$ cat config.mk
export PLATFORM = sky130hd
export DESIGN_NAME = odo_sbox_bank_ld_flat
export DESIGN_NICKNAME = d
export VERILOG_FILES = /design/src/rtl/odo_sbox_bank_ld_if.sv /design/src/rtl/odo_sbox_bank_ld.sv /design/src/flat_wrapper.sv
export SDC_FILE = /design/constraint.sdc
export NUM_CORES = 1
export LEC_CHECK = 0
export ABC_CLOCK_PERIOD_IN_PS = 3200
export CORE_MARGIN = 2
export CORE_UTILIZATION = 30
export DETAILED_ROUTE_END_ITERATION = 8
export PLACE_DENSITY = 0.55
export SLEW_MARGIN = 20
export SYNTH_ARGS = -nofsm -noshare
export SYNTH_HDL_FRONTEND = slang
export SYNTH_SLANG_ARGS = --single-unit
$ cat constraint.sdc
create_clock -name clk -period 3.2 [get_ports clk]
set_clock_uncertainty 0.1 [all_clocks]
set_input_delay 0.64 -clock clk [delete_from_list [all_inputs] [get_ports clk]]
set_output_delay 0.64 -clock clk [all_outputs]
set_load 0.05 [all_outputs]
$ cat src/rtl/odo_sbox_bank_ld_if.sv
`default_nettype none
// ============================================================================
//  Module      : odo_sbox_bank_ld_if
//  Description : Load-stream and lookup bus bundle for the Odo S-box bank.
//                slave = S-box bank side, master = producer/consumer side.
//  Revision    : 1.0  initial release
// ============================================================================
interface odo_sbox_bank_ld_if #(
    parameter int W     = 6,
    parameter int LANES = 4
);
    logic                 ld_start;
    logic                 ld_valid;
    logic [W-1:0]         ld_data;
    logic                 ld_done;
    logic                 ready;
    logic                 in_valid;
    logic [LANES*W-1:0]   in_data;
    logic                 out_valid;
    logic [LANES*W-1:0]   out_data;
    logic                 perm_err;

    modport slave (
        input  ld_start, ld_valid, ld_data, in_valid, in_data,
        output ld_done, ready, out_valid, out_data, perm_err
    );

    modport master (
        output ld_start, ld_valid, ld_data, in_valid, in_data,
        input  ld_done, ready, out_valid, out_data, perm_err
    );
endinterface
`default_nettype wire

$ cat src/rtl/odo_sbox_bank_ld.sv
`default_nettype none
// ============================================================================
//  Module      : odo_sbox_bank_ld
//  Description : Runtime-loadable S-box table (2**W entries of W bits) with
//                LANES parallel registered lookups. Table is reloaded from a
//                serial word stream; lookups are accepted only while READY.
//                Optional permutation checker: define ODO_SBOX_PERM_CHECK_EN.
//  Revision    : 1.0  initial release
// ============================================================================
module odo_sbox_bank_ld #(
    parameter int W     = 6,
    parameter int LANES = 4
) (
    input  logic                 clk,
    input  logic                 rst,
    odo_sbox_bank_ld_if.slave    sbox
);

    localparam int           c_DEPTH     = 1 << W;
    localparam logic [W-1:0] c_ADDR_LAST = '1;

    typedef enum logic [1:0] {
        S_IDLE  = 2'd0,
        S_LOAD  = 2'd1,
        S_READY = 2'd2
    } state_t;

    state_t               r_state;
    state_t               w_state_nxt;
    logic [W-1:0]         r_addr;
    logic                 r_ready;
    logic                 r_ld_done;
    logic                 r_out_valid;
    logic [LANES*W-1:0]   r_out_data;
    logic [W-1:0]         r_table [c_DEPTH];
    logic                 w_wr;
    logic                 w_last;
    logic                 w_accept;

    // Lookups are gated by the registered ready flag, so a request arriving
    // alongside ld_start still sees READY and reads the old table.
    assign w_accept = sbox.in_valid && r_ready;

    // Next state and write strobe; ld_start always wins over ld_valid.
    always_comb begin
        w_state_nxt = r_state;
        w_wr        = 1'b0;
        w_last      = 1'b0;
        case (r_state)
            S_IDLE: begin
                if (sbox.ld_start) w_state_nxt = S_LOAD;
            end
            S_LOAD: begin
                if (sbox.ld_start) begin
                    w_state_nxt = S_LOAD;
                end else if (sbox.ld_valid) begin
                    w_wr = 1'b1;
                    if (r_addr == c_ADDR_LAST) begin
                        w_last      = 1'b1;
                        w_state_nxt = S_READY;
                    end
                end
            end
            S_READY: begin
                if (sbox.ld_start) w_state_nxt = S_LOAD;
            end
            default: w_state_nxt = S_IDLE;
        endcase
    end

    // State register, load address counter and status flags.
    always_ff @(posedge clk or posedge rst) begin
        if (rst) begin
            r_state   <= S_IDLE;
            r_addr    <= '0;
            r_ready   <= 1'b0;
            r_ld_done <= 1'b0;
        end else begin
            r_state   <= w_state_nxt;
            r_ready   <= (w_state_nxt == S_READY);
            r_ld_done <= w_last;
            if (sbox.ld_start) begin
                r_addr <= '0;
            end else if (w_wr) begin
                r_addr <= r_addr + 1'b1;   // wraps to 0 after the last entry
            end
        end
    end

    // Table storage: deliberately unreset so it maps onto LUTRAM/BRAM.
    always_ff @(posedge clk) begin
        if (w_wr) r_table[r_addr] <= sbox.ld_data;
    end

    // Registered multi-lane read; out_data holds when nothing is accepted.
    always_ff @(posedge clk or posedge rst) begin
        if (rst) begin
            r_out_valid <= 1'b0;
            r_out_data  <= '0;
        end else begin
            r_out_valid <= w_accept;
            if (w_accept) begin
                for (int l = 0; l < LANES; l++) begin
                    r_out_data[l*W +: W] <= r_table[sbox.in_data[l*W +: W]];
                end
            end
        end
    end

    assign sbox.ready     = r_ready;
    assign sbox.ld_done   = r_ld_done;
    assign sbox.out_valid = r_out_valid;
    assign sbox.out_data  = r_out_data;

`ifdef ODO_SBOX_PERM_CHECK_EN
    logic [c_DEPTH-1:0] r_seen;
    logic               r_dup;
    logic               r_perm_err;
    logic               w_dup_now;

    // A value written twice in one load means the table is not a permutation.
    assign w_dup_now = w_wr && r_seen[sbox.ld_data];

    // Seen-bitmap and sticky duplicate flag; verdict published with ld_done.
    always_ff @(posedge clk or posedge rst) begin
        if (rst) begin
            r_seen     <= '0;
            r_dup      <= 1'b0;
            r_perm_err <= 1'b0;
        end else if (sbox.ld_start) begin
            r_seen     <= '0;
            r_dup      <= 1'b0;
            r_perm_err <= 1'b0;
        end else begin
            if (w_wr) begin
                r_seen[sbox.ld_data] <= 1'b1;
                if (w_dup_now) r_dup <= 1'b1;
            end
            if (w_last) r_perm_err <= r_dup | w_dup_now;
        end
    end

    assign sbox.perm_err = r_perm_err;
`else
    assign sbox.perm_err = 1'b0;
`endif

endmodule
`default_nettype wire

$ cat src/flat_wrapper.sv
// flat-port wrapper written by rule: the top's interface ports become plain ports
module odo_sbox_bank_ld_flat 
#(
    parameter int W     = 6,
    parameter int LANES = 4
)
  (clk, rst, sbox_ld_start, sbox_ld_valid, sbox_ld_data, sbox_in_valid, sbox_in_data, sbox_ld_done, sbox_ready, sbox_out_valid, sbox_out_data, sbox_perm_err);
  odo_sbox_bank_ld_if #(.W(W), .LANES(LANES)) sbox_i ();
  input  logic clk;
  input  logic rst;
  input wire logic [$bits(sbox_i.ld_start)-1:0] sbox_ld_start;
  input wire logic [$bits(sbox_i.ld_valid)-1:0] sbox_ld_valid;
  input wire logic [$bits(sbox_i.ld_data)-1:0] sbox_ld_data;
  input wire logic [$bits(sbox_i.in_valid)-1:0] sbox_in_valid;
  input wire logic [$bits(sbox_i.in_data)-1:0] sbox_in_data;
  output wire logic [$bits(sbox_i.ld_done)-1:0] sbox_ld_done;
  output wire logic [$bits(sbox_i.ready)-1:0] sbox_ready;
  output wire logic [$bits(sbox_i.out_valid)-1:0] sbox_out_valid;
  output wire logic [$bits(sbox_i.out_data)-1:0] sbox_out_data;
  output wire logic [$bits(sbox_i.perm_err)-1:0] sbox_perm_err;
  assign sbox_i.ld_start = sbox_ld_start;
  assign sbox_i.ld_valid = sbox_ld_valid;
  assign sbox_i.ld_data = sbox_ld_data;
  assign sbox_i.in_valid = sbox_in_valid;
  assign sbox_i.in_data = sbox_in_data;
  assign sbox_ld_done = sbox_i.ld_done;
  assign sbox_ready = sbox_i.ready;
  assign sbox_out_valid = sbox_i.out_valid;
  assign sbox_out_data = sbox_i.out_data;
  assign sbox_perm_err = sbox_i.perm_err;
  odo_sbox_bank_ld #(.W(W), .LANES(LANES)) u_core (.clk(clk), .rst(rst), .sbox(sbox_i));
endmodule
* Word level (Yosys, flattened, before mapping)
Memories as Yosys holds them, arrays and structs flattened. A register that Yosys moved wholly into a read port is not among the register bits. Cells that the tools add are included.
Operators by class: add/subtract/negate cells 1, $mul 0, div/mod/pow operators 0, $lt $le $gt $ge 0, equality and inequality tests 4, shift operators 0, mux-type cells 16, bitwise logic cells 0, reductions and logical operators 4
Operators by type and width (count):
- $mux 6 | 2
- $mux 1 | 9
- $mux 2 | 4
- $add 6x1->6 const B | 1
- $eq 6x6->1 const B | 1
- $eq 2x2->1 const B | 2
- $pmux 2 s2 | 1
- $eq 2x1->1 const B | 1
- $logic_not 2->1 | 1
- $reduce_bool 2->1 | 1
- $reduce_or 2->1 | 1
- $logic_and 1x1->1 | 1
Word-level totals: flip-flop bits (word level) 11, latch bits 0, bits in writable memories 384, memory bits (read-only) 0, input bits 35, output and inout port bits 28, memories kept 1
Memory list:
- u_core.r_table | depth 64, width 6, read ports 4, clocked after memory_dff 4, wr ports 1, RTL line odo_sbox_bank_ld.sv:35 | logic [W-1:0] r_table [c_DEPTH];

* Longest topological paths before layout
Gate-level depths: netlist of run 1.
depth in word-level cells 6, depth in mapped cells 9, gate-level depth less buffers 6

* Least setup slack after synthesis of run 1
No wires, ideal clock.
path type input to register, start input sbox_ld_start, end memory u_core.r_table[40][0], enable pin, library setup time 377 ps, data arrival time 2036 ps, path slack 687 ps, stages 5, cell sequence nor4bb_1 clkbuf_1 nor2b_1 nand2_1 nor3_1
Between the ends: longest elaborated chain between the ends 4
Ends and longest elaborated chain:
- start, declared | RTL line flat_wrapper.sv:11 | input wire logic [$bits(sbox_i.ld_start)-1:0] sbox_ld_start;
- $mux 1 | RTL line odo_sbox_bank_ld.sv:54 | if (sbox.ld_start) begin
- $mux 1 | RTL line odo_sbox_bank_ld.sv:49 | case (r_state)
- $mux 1 | RTL line odo_sbox_bank_ld.sv:92 | if (w_wr) r_table[r_addr] <= sbox.ld_data;
- $mux 1 (implied by the code) | RTL line odo_sbox_bank_ld.sv:92
- end, declared | RTL line odo_sbox_bank_ld.sv:35
No other way between the ends.

* Final worst setup path of run 1
start register u_core.r_ready (netlist: u_core.sbox.ready), end output sbox_ready
RTL lines:
- start, declared | RTL line odo_sbox_bank_ld.sv:31 | logic r_ready;
- start signal, assigned | RTL line odo_sbox_bank_ld.sv:80 | r_ready <= (w_state_nxt == S_READY);
- end, declared | RTL line flat_wrapper.sv:17 | output wire logic [$bits(sbox_i.ready)-1:0] sbox_ready;
No word-level cell between the ends.

==> flow_summary.yaml, run 1 <==
hold_path:
  worstHoldStart: "u_core.r_state[0]"
  min_to: "u_core.r_state[0]"
  hold_path_class: "register to register"
  whs_path_depth: 1
pwr:
  p_total_w: 0.0131
  leakagePower_nw: 11.0
  peakVddDrop_mv: 0.333
  powerDensity_mw_per_mm2: 425
clocking:
  cts_htree_levels: 2
  postCtsSetupBuffers: 0
  cts_tree: "yes"
  cts-root-buf: "clkbuf_16"
  ctsResizeCount: 0
  cts-buffers-inserted: 45
  clk_pin_slew_ns: 0.06
  clk_path_buf_depth: 3
  cts.sinks: 419
  clkLatencyLatePin_ns: 0.61
  holdBufCountCts: 0
die:
  initial_utilization_pct: 30.2
  die_h_um: 299
  die_area_mm2: 0.0893
  io_pins: 63
  core_region_area_mm2: 0.0865
  rows: 108
  die_x_um: 299
placed_design:
  io_buffers: 61
  gp_congestion: 1.00
  dpl.hpwl_mm: 75.4
global_route:
  grt_overflow: 0
  grt_max_degree: 65
  grt_pass1_wl_mm: 147
  grt_use_total_pct: 23.0
  antenna_found_initial: 3
  grt_pass1_vias: 19213
layout:
  utilization_pct: 35.7
  fillers: 8269
  final_common_cell: "edfxtp_1"
  area_growth_pct: 18.5
  final_cell_mix: "384 x edfxtp_1, 368 x mux2i_1, 222 x mux4_2"
  fin_nets: 2021
  layout-drive-gt1-share_pct: 28.0
worst_setup_path:
  critical_path_depth: 1
  timing.critical_path.buf_inv: 1
  path_max_fanout: 3
  rr_worst_depth: 4
  slowest_stage: "clkdlybuf4s50_1"
  worstPathArrival_ns: 2.04
  cp-start-kind: "register"
  worstReg2RegStart: "u_core.sbox.ready"
  crit_chain: "clkdlybuf4s50_1"
  r2r_end: "u_core.sbox.out_data[3]"
  cp.required_ns: 2.46
  crit_path_max_incr_delay_ns: 0.92
  rrSetupSlack_ns: 0.74
  worstSetupPathType: "register to primary output"
  crit_family: "buffers and inverters"
  cp-end-kind: "primary output"
synth:
  synth_area_mm2: 0.0261
  synth_cell_types: 49
  synth_top_cell_area_share_pct: 44.2
  synth_edf_count: 384
  yosysWarnings: 0
  synth_area_leaders: "edfxtp_1 44%, mux4_2 19%, mux2i_1 14%"
  syn_nets: 1871
  synth-main-ff-cell: "edfxtp_1"
  synth_top_cell_by_area: "edfxtp_1"
  syn_inst: 1835
  avgSynthCellArea_um2: 14.2
  ys_seq_elements: 419
  yosysSeqAreaShare_pct: 47.6
  synthArstFlopShare_pct: 8.35
run:
  maxCapViolCount: 0
sta:
  period_needed_ns: 2.78
  fin_hold_ws_ns: 0.395
  rsz0062_at_grt: "no"
  slew_headroom_pct: 25.3
  post-route-period-util_pct: 86.9
  finalSetupTns_ns: 0
  drv_slew: 0
  tightest_slew_ns: 1.11
  setup_viol: 0
  final_hold_viol_count: 0
  max_freq_mhz: 360
drt:
  wl_per_cell_um: 32.8
  first_pass_iters: 6
  finalWirelength_mm: 104
  ant_nets: 0
  vias_per_cell: 6.12
  drt-initial-drc-count: 2364
  num_vias: 19445
  drc: 0
outcome:
  status: "finished clean"
stage by stage:
stage / setup WS, ns / std cells / cell area (um^2)
after global placement: 0.0174 / 3093 / 29400
after CTS: 0.409 / 3177 / 30900
final: 0.420 / 3179 / 30900
after floorplan: 0.687 / 1835 / 26100
after detailed placement: 0.0258 / 3093 / 29400
after global routing: 0.419 / 3177 / 30900
final cells by class:
type / count / area, um^2 / share of cell area, %
repair buffers: 262 / 2610 / 8.45
inverters: 3 / 11.3 / 0.0364
clock inverters: 30 / 333 / 1.08
well taps: 1155 / 1450 / 4.67
clock buffers: 54 / 1160 / 3.75
multi-input cells: 1254 / 12900 / 41.9
flip-flops and latches: 419 / 12400 / 40.1
diodes: 2 / 5.00 / 0.0162
cell usage after synthesis, types with 27 or more instances:
library cell	count
nor2_1	78
mux2_2	42
a22oi_1	126
mux2i_1	368
buf_2	79
o211ai_1	36
mux4_2	222
dfrtp_1	35
clkbuf_1	57
nand2_1	114
nand3_1	76
edfxtp_1	384
a21oi_1	27
per-layer routing:
layer / up-vias / routed length, um / GRT usage, %
met2: 1316 / 48500 / 36.8
met3: 263 / 9850 / 5.21
met4: 2 / 5460 / 10.6
met1: 9987 / 40400 / 29.7
met5: - / 13 / 0
li1: 7877 / - / -
report_power, final:
group | internal [W] | total (W) | switching [W] | leakage (nW)
Clock | 0.00309 | 0.00534 | 0.00225 | 0.722
Sequential | 0.00599 | 0.00601 | 0.0000172 | 3.93
Combinational | 0.000728 | 0.00178 | 0.00105 | 6.33
sequential cells by signal, indices dropped and copies added (netlist names):
register,count
u_core.r_addr,6
u_core.r_state,2
u_core.r_table,384
u_core.sbox.ld_done,1
u_core.sbox.out_data,24
u_core.sbox.out_valid,1
u_core.sbox.ready,1
how the worst max path moves through the flow:
stage                      start                      end  slack [ns]
6_report       u_core.sbox.ready               sbox_ready        0.42
3_5_place_dp     sbox_in_data[2]  u_core.sbox.out_data[3]        0.03
3_3_place_gp     sbox_in_data[2]  u_core.sbox.out_data[3]        0.02
5_1_grt        u_core.sbox.ready               sbox_ready        0.42
2_1_floorplan      sbox_ld_start    u_core.r_table[40][0]        0.69
4_1_cts        u_core.sbox.ready               sbox_ready        0.41
cells by family (layout without fill, tap and decap cells):
family / count (synthesis) / in the layout / synth area share [%]
compound gates: 246 / 246 / 7.08
xor+xnor: 1 / 1 / 0.0336
fa+ha+maj: 1 / 1 / 0.0479
buf+inv: 162 / 349 / 2.93
flops: 419 / 419 / 47.6
mux: 638 / 638 / 35.7
other cells: 1 / 3 / 0.0144
simple gates: 367 / 367 / 6.64
(Power assumes the default switching activity.)
==> inputs of run 2 (changes only) <==
--- a/config.mk
+++ b/config.mk
@@ -10,7 +10,6 @@
 export CORE_UTILIZATION = 30
 export DETAILED_ROUTE_END_ITERATION = 8
 export PLACE_DENSITY = 0.55
-export SLEW_MARGIN = 20
 export SYNTH_ARGS = -nofsm -noshare
 export SYNTH_HDL_FRONTEND = slang
 export SYNTH_SLANG_ARGS = --single-unit
==> results of run 2 <==
Final layout, timing and power as in run 1 (identical DEF).
